`src/rtl/eth_tx_pkg.sv`:
```
// Shared types and constants for the Ethernet TX frame sequencer.
package eth_tx_pkg;

  typedef enum logic [3:0] {
    ST_IDLE,
    ST_PREAMBLE,
    ST_SFD,
    ST_ETH,
    ST_IP,
    ST_UDP,
    ST_PAD,
    ST_FCS,
    ST_IFG,
    ST_ABORT
  } tx_state_t;

  localparam logic [7:0]  PREAMBLE_BYTE = 8'h55;
  localparam logic [7:0]  SFD_BYTE      = 8'hD5;
  localparam logic [31:0] CRC_POLY      = 32'h04C11DB7;
  localparam logic [31:0] CRC_INIT      = 32'hFFFFFFFF;
  localparam logic [31:0] CRC_RESIDUE   = 32'hC704DD7B;

  localparam int unsigned IFG_DEF       = 12;
  localparam int unsigned MIN_FRAME_DEF = 60;
  localparam int unsigned MAX_FRAME_DEF = 1514;
  localparam int unsigned CNT_W         = 11;

  // Bit-reverse a 32-bit word (used to derive the LSB-first polynomial).
  function automatic logic [31:0] reflect32(input logic [31:0] v);
    logic [31:0] r;
    for (int i = 0; i < 32; i++) r[i] = v[31-i];
    return r;
  endfunction

endpackage

```
`src/rtl/eth_tx_sequencer_crc32_d8.sv`:
```
// Combinational CRC-32 next state for one byte, LSB-first (reflected) form.
module crc32_d8
  import eth_tx_pkg::*;
(
  input  logic [31:0] crc,
  input  logic [7:0]  data,
  output logic [31:0] crc_next
);

  localparam logic [31:0] POLY_R = reflect32(CRC_POLY);

  logic [31:0] c;

  always_comb begin
    c = crc;
    for (int i = 0; i < 8; i++) begin
      if (c[0] ^ data[i]) c = (c >> 1) ^ POLY_R;
      else                c = c >> 1;
    end
    crc_next = c;
  end

endmodule

```
`src/rtl/eth_tx_sequencer.sv`:
```
// Sequences preamble, header/payload segments, padding, FCS and IFG onto
// the single byte-wide TX path feeding rgmii_tx.
module eth_tx_sequencer
  import eth_tx_pkg::*;
#(
  parameter int unsigned IFG_BYTES = IFG_DEF,
  parameter int unsigned MIN_FRAME = MIN_FRAME_DEF,
  parameter int unsigned MAX_FRAME = MAX_FRAME_DEF
) (
  input  logic       clk,
  input  logic       rst,
  input  logic       phy_ready,
  input  logic       send,
  output logic       eth_start,
  output logic       ip_start,
  output logic       udp_start,
  input  logic [7:0] eth_data,
  input  logic [7:0] ip_data,
  input  logic [7:0] udp_data,
  input  logic       eth_valid,
  input  logic       ip_valid,
  input  logic       udp_valid,
  input  logic       eth_last,
  input  logic       ip_last,
  input  logic       udp_last,
  output logic [7:0] tx_data,
  output logic       tx_valid,
  output logic       tx_err,
  output logic       busy,
  output logic       frame_done
);

  localparam int unsigned IFG_W = $clog2(IFG_BYTES + 1);

  tx_state_t          state;
  logic               pending;
  logic [2:0]         pre_cnt;
  logic [1:0]         fcs_idx;
  logic [IFG_W-1:0]   ifg_cnt;
  logic [CNT_W-1:0]   byte_cnt;
  logic [31:0]        crc;

  logic               seg_valid_c;
  logic               seg_last_c;
  logic [7:0]         seg_data_c;
  logic [7:0]         crc_byte_c;
  logic [31:0]        crc_next_c;
  logic [31:0]        fcs_c;
  logic [CNT_W-1:0]   cnt_inc_c;

  // Select the generator currently owning the byte path.
  always_comb begin
    seg_valid_c = 1'b0;
    seg_last_c  = 1'b0;
    seg_data_c  = 8'h00;
    case (state)
      ST_ETH: begin seg_valid_c = eth_valid; seg_last_c = eth_last; seg_data_c = eth_data; end
      ST_IP:  begin seg_valid_c = ip_valid;  seg_last_c = ip_last;  seg_data_c = ip_data;  end
      ST_UDP: begin seg_valid_c = udp_valid; seg_last_c = udp_last; seg_data_c = udp_data; end
      default: ;
    endcase
  end

  assign crc_byte_c = (state == ST_PAD) ? 8'h00 : seg_data_c;
  assign fcs_c      = ~crc;
  assign cnt_inc_c  = byte_cnt + CNT_W'(1);

  crc32_d8 u_crc (
    .crc      (crc),
    .data     (crc_byte_c),
    .crc_next (crc_next_c)
  );

  always_ff @(posedge clk or posedge rst) begin
    if (rst) begin
      state      <= ST_IDLE;
      pending    <= 1'b0;
      pre_cnt    <= '0;
      fcs_idx    <= '0;
      ifg_cnt    <= '0;
      byte_cnt   <= '0;
      crc        <= CRC_INIT;
      tx_data    <= 8'h00;
      tx_valid   <= 1'b0;
      tx_err     <= 1'b0;
      busy       <= 1'b0;
      frame_done <= 1'b0;
      eth_start  <= 1'b0;
      ip_start   <= 1'b0;
      udp_start  <= 1'b0;
    end else begin
      tx_data    <= 8'h00;
      tx_valid   <= 1'b0;
      tx_err     <= 1'b0;
      frame_done <= 1'b0;
      eth_start  <= 1'b0;
      ip_start   <= 1'b0;
      udp_start  <= 1'b0;
      busy       <= (state != ST_IDLE);

      // A request arriving mid-frame is remembered once.
      if (send && phy_ready && state != ST_IDLE) pending <= 1'b1;

      case (state)
        ST_IDLE: begin
          if (send && phy_ready) begin
            state   <= ST_PREAMBLE;
            pre_cnt <= '0;
          end
        end

        ST_PREAMBLE: begin
          tx_valid <= 1'b1;
          tx_data  <= PREAMBLE_BYTE;
          pre_cnt  <= pre_cnt + 3'd1;
          if (pre_cnt == 3'd6) state <= ST_SFD;
        end

        ST_SFD: begin
          tx_valid  <= 1'b1;
          tx_data   <= SFD_BYTE;
          eth_start <= 1'b1;
          crc       <= CRC_INIT;
          byte_cnt  <= '0;
          state     <= ST_ETH;
        end

        ST_ETH, ST_IP, ST_UDP: begin
          tx_valid <= 1'b1;
          if (!seg_valid_c) begin
            // Underrun: one filler byte flagged as errored, no FCS.
            tx_err <= 1'b1;
            state  <= ST_ABORT;
          end else begin
            tx_data  <= seg_data_c;
            crc      <= crc_next_c;
            byte_cnt <= cnt_inc_c;
            if (seg_last_c && state == ST_UDP) begin
              fcs_idx <= '0;
              state   <= (cnt_inc_c < CNT_W'(MIN_FRAME)) ? ST_PAD : ST_FCS;
            end else if (cnt_inc_c == CNT_W'(MAX_FRAME)) begin
              tx_err <= 1'b1;
              state  <= ST_ABORT;
            end else if (seg_last_c && state == ST_ETH) begin
              ip_start <= 1'b1;
              state    <= ST_IP;
            end else if (seg_last_c) begin
              udp_start <= 1'b1;
              state     <= ST_UDP;
            end
          end
        end

        ST_PAD: begin
          tx_valid <= 1'b1;
          crc      <= crc_next_c;
          byte_cnt <= cnt_inc_c;
          if (cnt_inc_c == CNT_W'(MIN_FRAME)) begin
            fcs_idx <= '0;
            state   <= ST_FCS;
          end
        end

        ST_FCS: begin
          tx_valid <= 1'b1;
          tx_data  <= fcs_c[{fcs_idx, 3'b000} +: 8];
          fcs_idx  <= fcs_idx + 2'd1;
          if (fcs_idx == 2'd3) begin
            ifg_cnt <= '0;
            state   <= ST_IFG;
          end
        end

        // The abort cycle is the first idle cycle of the gap.
        ST_ABORT: begin
          ifg_cnt <= IFG_W'(1);
          state   <= ST_IFG;
        end

        ST_IFG: begin
          frame_done <= (ifg_cnt == '0);
          ifg_cnt    <= ifg_cnt + IFG_W'(1);
          if (ifg_cnt == IFG_W'(IFG_BYTES - 1)) begin
            if (pending) begin
              pending <= 1'b0;
              pre_cnt <= '0;
              state   <= ST_PREAMBLE;
            end else begin
              state <= ST_IDLE;
            end
          end
        end

        default: state <= ST_IDLE;
      endcase
    end
  end

endmodule

```
`config.mk`:
```
export PLATFORM = sky130hd
export DESIGN_NAME = eth_tx_sequencer
export DESIGN_NICKNAME = d
export VERILOG_FILES = /design/src/rtl/eth_tx_pkg.sv /design/src/rtl/eth_tx_sequencer_crc32_d8.sv /design/src/rtl/eth_tx_sequencer.sv
export SDC_FILE = /design/constraint.sdc
export NUM_CORES = 1
export LEC_CHECK = 0
export ABC_AREA = 1
export BUFFER_PORTS_ARGS = -buffer_cell sky130_fd_sc_hd__buf_4
export CORE_MARGIN = 3
export CORE_UTILIZATION = 45
export CTS_CLUSTER_SIZE = 20
export DETAILED_ROUTE_END_ITERATION = 12
export MAX_ROUTING_LAYER = met4
export PLACE_DENSITY = 0.75
export SYNTH_ARGS = -nofsm -noshare
export SYNTH_HDL_FRONTEND = slang
export SYNTH_SLANG_ARGS = --single-unit
```
`constraint.sdc`:
```
create_clock -name clk -period 5.1 [get_ports clk]
set_input_delay 0.765 -clock clk [delete_from_list [all_inputs] [get_ports clk]]
set_output_delay 0.765 -clock clk [all_outputs]
set_load 0.005 [all_outputs]
```
==> impl_metrics.csv, run 1 <==
group,metric,value,unit
run_status,status,"finished, final reports clean",
yosys,synthCells,721,
finish,area_growth,15.3,%
timing,layout_min_cycle_time,3.67,ns
power_and_ir_drop,p_total,4.26,mW
yosys,synth_top_area_share,19.4,%
timing,setup_viol,0,
floorplan,die_y,113,µm
yosys,syn-num-nets,762,
drt,ant_nets,0,
timing,hold_viol_final,0,
drt,firstDrtPassIters,5,
yosys,async_reset_ff_share,100,%
global_route,grt_pass1_vias,4413,
drt,post-route-drc-count,0,
power_and_ir_drop,irDropWorstVdd,323,µV
yosys,synthFlopType,"dfrtp_1",
floorplan,die_w,113,µm
timing,rsz0062_at_grt,"false",
clock_tree,ctsHoldBuffers,0,
yosys,yosysTopAreaCell,"dfrtp_1",
clock_tree,cts_tree,"done",
timing,worst_pin_slew,0.837,ns
yosys,synth_edf_count,0,
finish,final_nets,808,
power_and_ir_drop,power.density,714,mW/mm²
floorplan,fp.coreArea,0.0110,mm²
yosys,synth.most_common_cell,"nand2_1",
clock_tree,clkSinkCount,72,
global_route,track_usage,23.1,%
floorplan,ioPinCount,49,
flow_run,cap_viol_max_count,0,
clock_tree,cts_resized,0,
timing,timing.slew.headroom,43.9,%
worst_setup_path,max_stage_delay,0.79,ns
yosys,synthDistinctLibCells,45,
drt,routed_wl,13800,µm
yosys,synth_warnings,0,
global_route,grt_max_degree,38,
min_path,hp-class,"reg2reg",
clock_tree,clock_latency,0.34,ns
yosys,ys_ff_latch,72,
drt,via_per_inst,5.27,
finish,final_layout_size_suffix_gt1_share,20.1,%
worst_setup_path,path_cells,"inv_2, nor2_2, buf_4, inv_1, nor2_1, nand2_1, nand2_1, inv_2, nand2_2, inv_2, nand2_2, nand2_2, clkinv_1, nand3_1, o21ai_0, inv_1",
timing,finalClockSkew,0.00696,ns
worst_setup_path,cp.required,5.38,ns
worst_setup_path,crit_path_end_kind,"flop",
floorplan,initial_core_util,46.9,%
yosys,syn_area,0.00517,mm²
clock_tree,cts_htree_levels,3,
yosys,synth_area_leaders,"dfrtp_1 (19%), dfstp_2 (16%), nand2_1 (13%)",
timing,tns,0,ns
placed_design,port_buffers,48,
global_route,antenna_found_initial,0,
worst_setup_path,cp_max_fo,30,
power_and_ir_drop,p_leak,3.02,nW
worst_setup_path,cpMaxStageDelayCell,"clkinv_1",
yosys,post_synth.cell_area_avg,7.17,µm²
yosys,ys_seq_area_share,35.6,%
global_route,overflow,0,
placed_design,place_area,0.00563,mm²
worst_setup_path,start_kind,"flop",
drt,drt_iter0_markers,500,
global_route,grt_first_pass_wirelength,22900,µm
timing,fin_crit_sh,71.9,%
timing,slew_violations,0,
yosys,yosys-top-cells-count,"nand2_1 (183), inv_1 (99), nand3_1 (72), nor2_1 (54), dfrtp_1 (40)",
drt,num_vias,4802,
timing,fmaxAchievable,273,MHz
placed_design,hpwl,9860,µm
floorplan,num_rows,38,
worst_setup_path,worstSetupPathType,"reg2reg",
placed_design,routabilityCongestion,0.927,
worst_setup_path,rrSetupSlack,1.43,ns
floorplan,fp.dieArea,0.0128,mm²
clock_tree,cts_buffers,9,
clock_tree,clockBufferDepth,2,
worst_setup_path,worstPathArrival,3.95,ns
finish,final_area,0.00596,mm²
clock_tree,clockRootBuffer,"clkbuf_16",
clock_tree,clk_pin_slew,0.06,ns
drt,routedWlPerCell,15.1,µm
clock_tree,post_cts_buffers,0,
finish,n_antenna_cell,0,
-- worst max-delay path, delay by kind of cell (launching register included) --
kind,cells,cell delay (ns)
flip-flops,1,0.43
AND/OR/NAND/NOR,8,1.55
buffers and inverters,7,1.46
AO/OA/AOI/OAI,1,0.12
-- per-stage QoR --
step           hold WS [ns]  instances  worst slack [ns]  utilization (%)
2_1_floorplan         0.468        721              2.56                -
4_1_cts               0.503        912              1.45             54.1
5_1_grt               0.538        912              1.12             54.1
3_5_place_dp          0.495        896              1.49             51.1
3_3_place_gp          0.481        896              1.57             51.1
6_report              0.501        912              1.43             54.1
-- sequential cells by signal (all words and copies together), names as in the netlist, 2 cells and up --
signal	flops
tx_data	8
crc	32
fcs_idx	2
pre_cnt	3
ifg_cnt	4
state	4
byte_cnt	11
-- logic make-up after synthesis --
family	count (synthesis)	synth area share [%]
AOI/OAI and AO/OA	94	10.3
buffers and inverters	127	9.85
DFF	72	35.6
xor gates and xnor gates	40	7.99
adders and majority gates	7	1.69
and+or+nand+nor	381	34.6
-- path summary, 6_finish.rpt --
path,from,to,cells after the start
worst min register to register,crc[13]$_DFFE_PP1P_,crc[13]$_DFFE_PP1P_,2
worst min-delay path,crc[13]$_DFFE_PP1P_,crc[13]$_DFFE_PP1P_,2
max in group asynchronous,rst,crc[2]$_DFFE_PP1P_,3
min in group asynchronous,rst,byte_cnt[8]$_DFFE_PP0P_,2
worst max register to register,state[2]$_DFFE_PP0P_,crc[27]$_DFFE_PP1P_,16
worst max-delay path,state[2]$_DFFE_PP0P_,crc[27]$_DFFE_PP1P_,16
-- cell type report --
cell class                      instances  area (µm²)
Tap cell                              140         175
Timing Repair Buffer                   50         375
Clock buffer                           10         239
Inverter                              112         420
Clock inverter                          6        92.6
Fill cell                            1041        5070
Multi-Input combinational cell        522        2820
Sequential cell                        72        1840
-- cell usage in the layout (no fill, tap or decap), drive strengths merged, types with 4 or more instances in the layout --
| cell | count |
|---|---|
| nand4 | 16 |
| nand2 | 209 |
| xor2 | 34 |
| a21oi | 29 |
| inv | 109 |
| o21ai | 32 |
| o22ai | 18 |
| nand3 | 81 |
| dfstp | 32 |
| nor3 | 8 |
| buf | 50 |
| ha | 7 |
| nor2 | 59 |
| xnor2 | 5 |
| clkinv | 5 |
| dfrtp | 40 |
| o211ai | 4 |
| clkbuf | 10 |
-- where the power goes --
| group | leakage [nW] | switching (mW) | internal, mW |
|---|---|---|---|
| registers | 0.859 | 0.186 | 0.808 |
| logic | 2.00 | 1.71 | 0.846 |
| clock network | 0.155 | 0.266 | 0.444 |
| total | 3.02 | 2.16 | 2.10 |
-- per-layer routing --
metal	up-vias	GRT usage (%)	routed length, µm
met4	0	6.65	226
met3	18	5.03	1130
met1	2168	32.1	6320
met5	-	-	0
met2	194	33.8	6110
li1	2422	-	-
(Power assumes the default switching activity.)
==> run 2: changes to the inputs <==
--- a/config.mk
+++ b/config.mk
@@ -12,7 +12,7 @@
 export CTS_CLUSTER_SIZE = 20
 export DETAILED_ROUTE_END_ITERATION = 12
 export MAX_ROUTING_LAYER = met4
-export PLACE_DENSITY = 0.75
+export PLACE_DENSITY = 0.78
 export SYNTH_ARGS = -nofsm -noshare
 export SYNTH_HDL_FRONTEND = slang
 export SYNTH_SLANG_ARGS = --single-unit
==> constraint.sdc (replaced) <==
create_clock -name clk -period 3.1 [get_ports clk]
set_input_delay 0.465 -clock clk [delete_from_list [all_inputs] [get_ports clk]]
set_output_delay 0.465 -clock clk [all_outputs]
set_load 0.005 [all_outputs]
==> run 2 against run 1 <==
  * Non-clock buffer count increased by 4
  * Count of clock-buffer cells in the layout unchanged
  * Critical path depth decreased by 4
  * Die area unchanged
  * Total power increased by 68%
  * Routed wire length increased by 2.6%
  * Core utilization increased by 0.39 points
  * Design area increased by 0.71%
  * Clock skew increased by 0.0010 ns
  * Sequential power increased by 65%
  * Sequential share of layout area decreased by 0.22 points
  * Highest routed layer unchanged
==> impl_metrics.csv, run 2 (synthesis results as in run 1) <==
group,metric,value,unit
worst_setup_path,cp_max_fo,29,
global_route,overflow,0,
placed_design,routabilityCongestion,0.935,
timing,layout_min_cycle_time,2.81,ns
timing,fmaxAchievable,356,MHz
timing,finalClockSkew,0.00800,ns
clock_tree,cts_resized,0,
global_route,track_usage,23.2,%
timing,timing.slew.headroom,42.4,%
global_route,grt_first_pass_wirelength,23300,µm
drt,post-route-drc-count,0,
clock_tree,clock_latency,0.34,ns
floorplan,ioPinCount,49,
flow_run,cap_viol_max_count,0,
min_path,hp-class,"in2async",
finish,largest_reg_flops,32,
finish,nFillCells,1028,
worst_setup_path,start_kind,"flop",
finish,regMostFlops,"crc",
finish,top_regs,"crc (32), byte_cnt (11), tx_data (8)",
finish,final_layout_size_suffix_gt1_share,20.4,%
drt,num_vias,4985,
timing,rsz0062_at_grt,"false",
clock_tree,post_cts_buffers,0,
global_route,grt_max_degree,33,
clock_tree,cts_tree,"done",
finish,final_cell_mix,"nand2_1 (183), inv_1 (98), nand3_1 (72)",
placed_design,pre_cts_ws,0.396,ns
finish,final_core_util,54.4,%
floorplan,die_w,113,µm
timing,slew_violations,0,
drt,routedWlPerCell,15.4,µm
drt,drt_iter0_markers,588,
power_and_ir_drop,p_total,7.15,mW
clock_tree,clkSinkCount,72,
finish,area_growth,16.2,%
clock_tree,clockRootBuffer,"clkbuf_16",
clock_tree,cts_htree_levels,3,
timing,fin_crit_sh,90.5,%
drt,firstDrtPassIters,5,
clock_tree,cts_buffers,9,
drt,ant_nets,0,
floorplan,die_y,113,µm
power_and_ir_drop,irDropWorstVdd,640,µV
timing,tns,0,ns
finish,n_antenna_cell,0,
worst_setup_path,worstSetupPathType,"reg2reg",
finish,mostFrequentLayoutCell,"nand2_1",
floorplan,initial_core_util,46.9,%
timing,worst_pin_slew,0.858,ns
placed_design,place_area,0.00566,mm²
worst_setup_path,worstPathArrival,3.04,ns
floorplan,num_rows,38,
power_and_ir_drop,power.density,1190,mW/mm²
global_route,grt_pass1_vias,4754,
floorplan,fp.coreArea,0.0110,mm²
clock_tree,clockBufferDepth,2,
worst_setup_path,cp.required,3.33,ns
placed_design,port_buffers,48,
timing,hold_viol_final,0,
floorplan,fp.dieArea,0.0128,mm²
power_and_ir_drop,p_leak,3.05,nW
worst_setup_path,crit_path_end_kind,"flop",
finish,final_area,0.00601,mm²
global_route,antenna_found_initial,0,
drt,via_per_inst,5.44,
timing,setup_viol,0,
run_status,status,"finished, final reports clean",
drt,routed_wl,14100,µm
placed_design,hpwl,10100,µm
clock_tree,ctsHoldBuffers,0,
timing,setup_ws,0.294,ns
finish,final_nets,812,
clock_tree,clk_pin_slew,0.06,ns
run 2: per-stage QoR:
step / hold slack (ns) / std cells
final: 0.113 / 916
after global routing: 0.146 / 916
after detailed placement: 0.486 / 900
after global placement: 0.484 / 900
after CTS: 0.122 / 916
after floorplan: 0.468 / 721
run 2: worst max-delay path, stage by stage (launching register included):
cell,delay [ns]
dfrtp_1,0.55
nor2_4,0.31
inv_2,0.07
nor2_1,0.17
nand2_1,0.07
nand2_1,0.08
inv_2,0.04
nand2_2,0.23
inv_2,0.07
nand2_2,0.08
buf_4,0.34
inv_1,0.37
a22oi_1,0.30
run 2: final cells by class:
cell class,count,area (µm²),area share [%]
clock inverters,6,115,1.92
inverters,112,420,7.00
flip-flops and latches,72,1840,30.7
well taps,140,175,2.92
repair buffers,54,405,6.75
clock buffers,10,229,3.81
multi-input cells,522,2820,46.9
run 2: per-layer routing:
metal	wire length (µm)	share of wire [%]	up-vias	global-route usage [%]
met1	6120	43	2279	30.6
met3	1230	8.7	43	3.90
li1	-	-	2424	-
met5	0	0	-	-
met2	6380	45	239	36.5
met4	400	2.8	0	7.85
run 2: path summary, 6_finish.rpt:
| path | from | end | slack (ns) | depth (start not counted) |
|---|---|---|---|---|
| worst min register to register | crc[13]$_DFFE_PP1P_ | crc[13]$_DFFE_PP1P_ | 0.51 | 2 |
| worst min-delay path | rst | byte_cnt[1]$_DFFE_PP0P_ | 0.11 | 2 |
| worst max register to register | state[1]$_DFFE_PP0P_ | crc[3]$_DFFE_PP1P_ | 0.29 | 12 |
| worst max-delay path | state[1]$_DFFE_PP0P_ | crc[3]$_DFFE_PP1P_ | 0.29 | 12 |
| max in group asynchronous | rst | crc[24]$_DFFE_PP1P_ | 2.19 | 3 |
| min in group clk | phy_ready | pending$_DFF_PP0_ | 0.43 | 3 |
run 2: power by group:
part	switching, mW	internal (mW)	leakage (nW)
registers	0.308	1.33	0.859
clock network	0.432	0.792	0.164
logic	2.88	1.41	2.02
==> run 3: changes to the inputs <==
--- a/config.mk
+++ b/config.mk
@@ -7,6 +7,7 @@
 export LEC_CHECK = 0
 export ABC_AREA = 1
 export BUFFER_PORTS_ARGS = -buffer_cell sky130_fd_sc_hd__buf_4
+export CORE_ASPECT_RATIO = 1.4
 export CORE_MARGIN = 3
 export CORE_UTILIZATION = 45
 export CTS_CLUSTER_SIZE = 20
==> run 3 against run 2 <==
  * Count of clock-buffer cells in the layout decreased by 1
  * Register-to-register slack improved by 0.05 ns
  * Combinational power decreased by 2%
  * Critical endpoint unchanged
  * Largest cell class unchanged
==> impl_metrics.csv, run 3 (synthesis results as in run 1) <==
group,metric,value,unit
run_status,status,"finished, final reports clean",
finish,n_antenna_cell,0,
finish,top_regs,"crc (32), byte_cnt (11), tx_data (8)",
finish,final_core_util,54.0,%
placed_design,hpwl,10200,µm
global_route,grt_first_pass_wirelength,22400,µm
timing,rsz0062_at_grt,"false",
clock_tree,post_cts_buffers,0,
worst_setup_path,worstPathArrival,3.00,ns
timing,slew_violations,0,
worst_setup_path,start_kind,"flop",
finish,final_cell_mix,"nand2_1 (183), inv_1 (98), nand3_1 (72)",
finish,final_layout_size_suffix_gt1_share,20.4,%
timing,setup_ws,0.343,ns
timing,fmaxAchievable,363,MHz
power_and_ir_drop,p_total,6.85,mW
clock_tree,cts_tree,"done",
timing,layout_min_cycle_time,2.76,ns
timing,setup_viol,0,
finish,regMostFlops,"crc",
min_path,hp-class,"in2async",
finish,largest_reg_flops,32,
drt,drt_iter0_markers,382,
drt,via_per_inst,5.32,
drt,firstDrtPassIters,6,
timing,tns,0,ns
finish,fin_cells,916,
power_and_ir_drop,irDropWorstVdd,435,µV
floorplan,num_rows,45,
placed_design,place_area,0.00567,mm²
floorplan,die_y,133,µm
floorplan,die_w,96.6,µm
global_route,antenna_found_initial,0,
clock_tree,clockRootBuffer,"clkbuf_16",
clock_tree,clockBufferDepth,2,
placed_design,routabilityCongestion,0.937,
drt,routedWlPerCell,15.0,µm
timing,fin_crit_sh,88.9,%
placed_design,post-place-cells,900,
finish,final_area,0.00596,mm²
global_route,overflow,0,
timing,hold_viol_final,0,
floorplan,fp.dieArea,0.0128,mm²
clock_tree,clkSinkCount,72,
timing,worst_pin_slew,0.812,ns
floorplan,ioPinCount,49,
worst_setup_path,crit_start,"state[1]$_DFFE_PP0P_",
finish,final_nets,811,
worst_setup_path,worstReg2RegStart,"state[1]$_DFFE_PP0P_",
drt,ant_nets,0,
clock_tree,cts_htree_levels,3,
timing,fin_hold_ws,0.246,ns
global_route,grt_max_degree,42,
worst_setup_path,cp_max_fo,29,
timing,finalClockSkew,0.00852,ns
clock_tree,clock_latency,0.35,ns
power_and_ir_drop,p_leak,3.02,nW
drt,post-route-drc-count,0,
drt,num_vias,4870,
finish,mostFrequentLayoutCell,"nand2_1",
worst_setup_path,reg2reg_depth,12,
global_route,track_usage,23.0,%
floorplan,fp.coreArea,0.0110,mm²
floorplan,initial_core_util,46.8,%
worst_setup_path,worstSetupPathType,"reg2reg",
flow_run,cap_viol_max_count,0,
clock_tree,clk_pin_slew,0.06,ns
finish,area_growth,15.2,%
placed_design,port_buffers,48,
power_and_ir_drop,power.density,1150,mW/mm²
placed_design,pre_cts_ws,0.415,ns
drt,routed_wl,13800,µm
clock_tree,cts_buffers,9,
worst_setup_path,cp.required,3.35,ns
finish,nFillCells,1031,
timing,timing.slew.headroom,45.5,%
worst_setup_path,crit_path_end_kind,"flop",
clock_tree,cts_resized,0,
clock_tree,ctsHoldBuffers,0,
global_route,grt_pass1_vias,4750,
-- run 3: cell types whose count changed in the layout (fill, tap and decap cells not counted), sizes merged --
cell / before / now
buf: 54 / 53
inv: 111 / 112
clkbuf: 10 / 9
bufinv: 3 / 0
clkinv: 3 / 6
-- run 3: per-layer routing --
metal | vias to the layer above | track usage, % | part of all wire (%)
met5 | - | - | 0
met4 | 0 | 10.6 | 3.7
met3 | 43 | 4.21 | 4.8
met2 | 163 | 37.7 | 50
met1 | 2249 | 26.9 | 41
li1 | 2415 | - | -
-- run 3: report_power, final --
part | switching, mW | total (mW) | internal, mW | leakage [nW]
combinational | 2.80 | 4.22 | 1.41 | 2.02
sequential | 0.297 | 1.63 | 1.33 | 0.859
clock | 0.453 | 1.01 | 0.557 | 0.139
total | 3.55 | 6.85 | 3.30 | 3.02
-- run 3: cell type report --
cell class	count	area (µm²)	area share, %
multi-input combinational	522	2820	47.3
sequential	72	1840	30.9
inverter	112	420	7.06
timing repair buffer	53	410	6.89
clock buffer	9	225	3.78
tap	141	176	2.96
clock inverter	7	62.6	1.05
-- run 3: worst paths after layout --
path | slack [ns] | to
worst max-delay path | 0.34 | crc[3]$_DFFE_PP1P_
worst min-delay path | 0.25 | ifg_cnt[2]$_DFFE_PP0P_
worst max register to register | 0.34 | crc[3]$_DFFE_PP1P_
worst min register to register | 0.50 | crc[13]$_DFFE_PP1P_
max in group asynchronous | 2.12 | crc[30]$_DFFE_PP1P_
min in group clk | 0.46 | pending$_DFF_PP0_
-- run 3: worst max-delay path, stage by stage (launching register included) --
cell	delay, ns
dfrtp_1	0.56
nor2_4	0.32
inv_2	0.08
nor2_1	0.15
nand2_1	0.07
nand2_1	0.08
inv_2	0.04
nand2_2	0.23
inv_2	0.07
nand2_2	0.08
buf_4	0.32
inv_1	0.36
a22oi_1	0.27
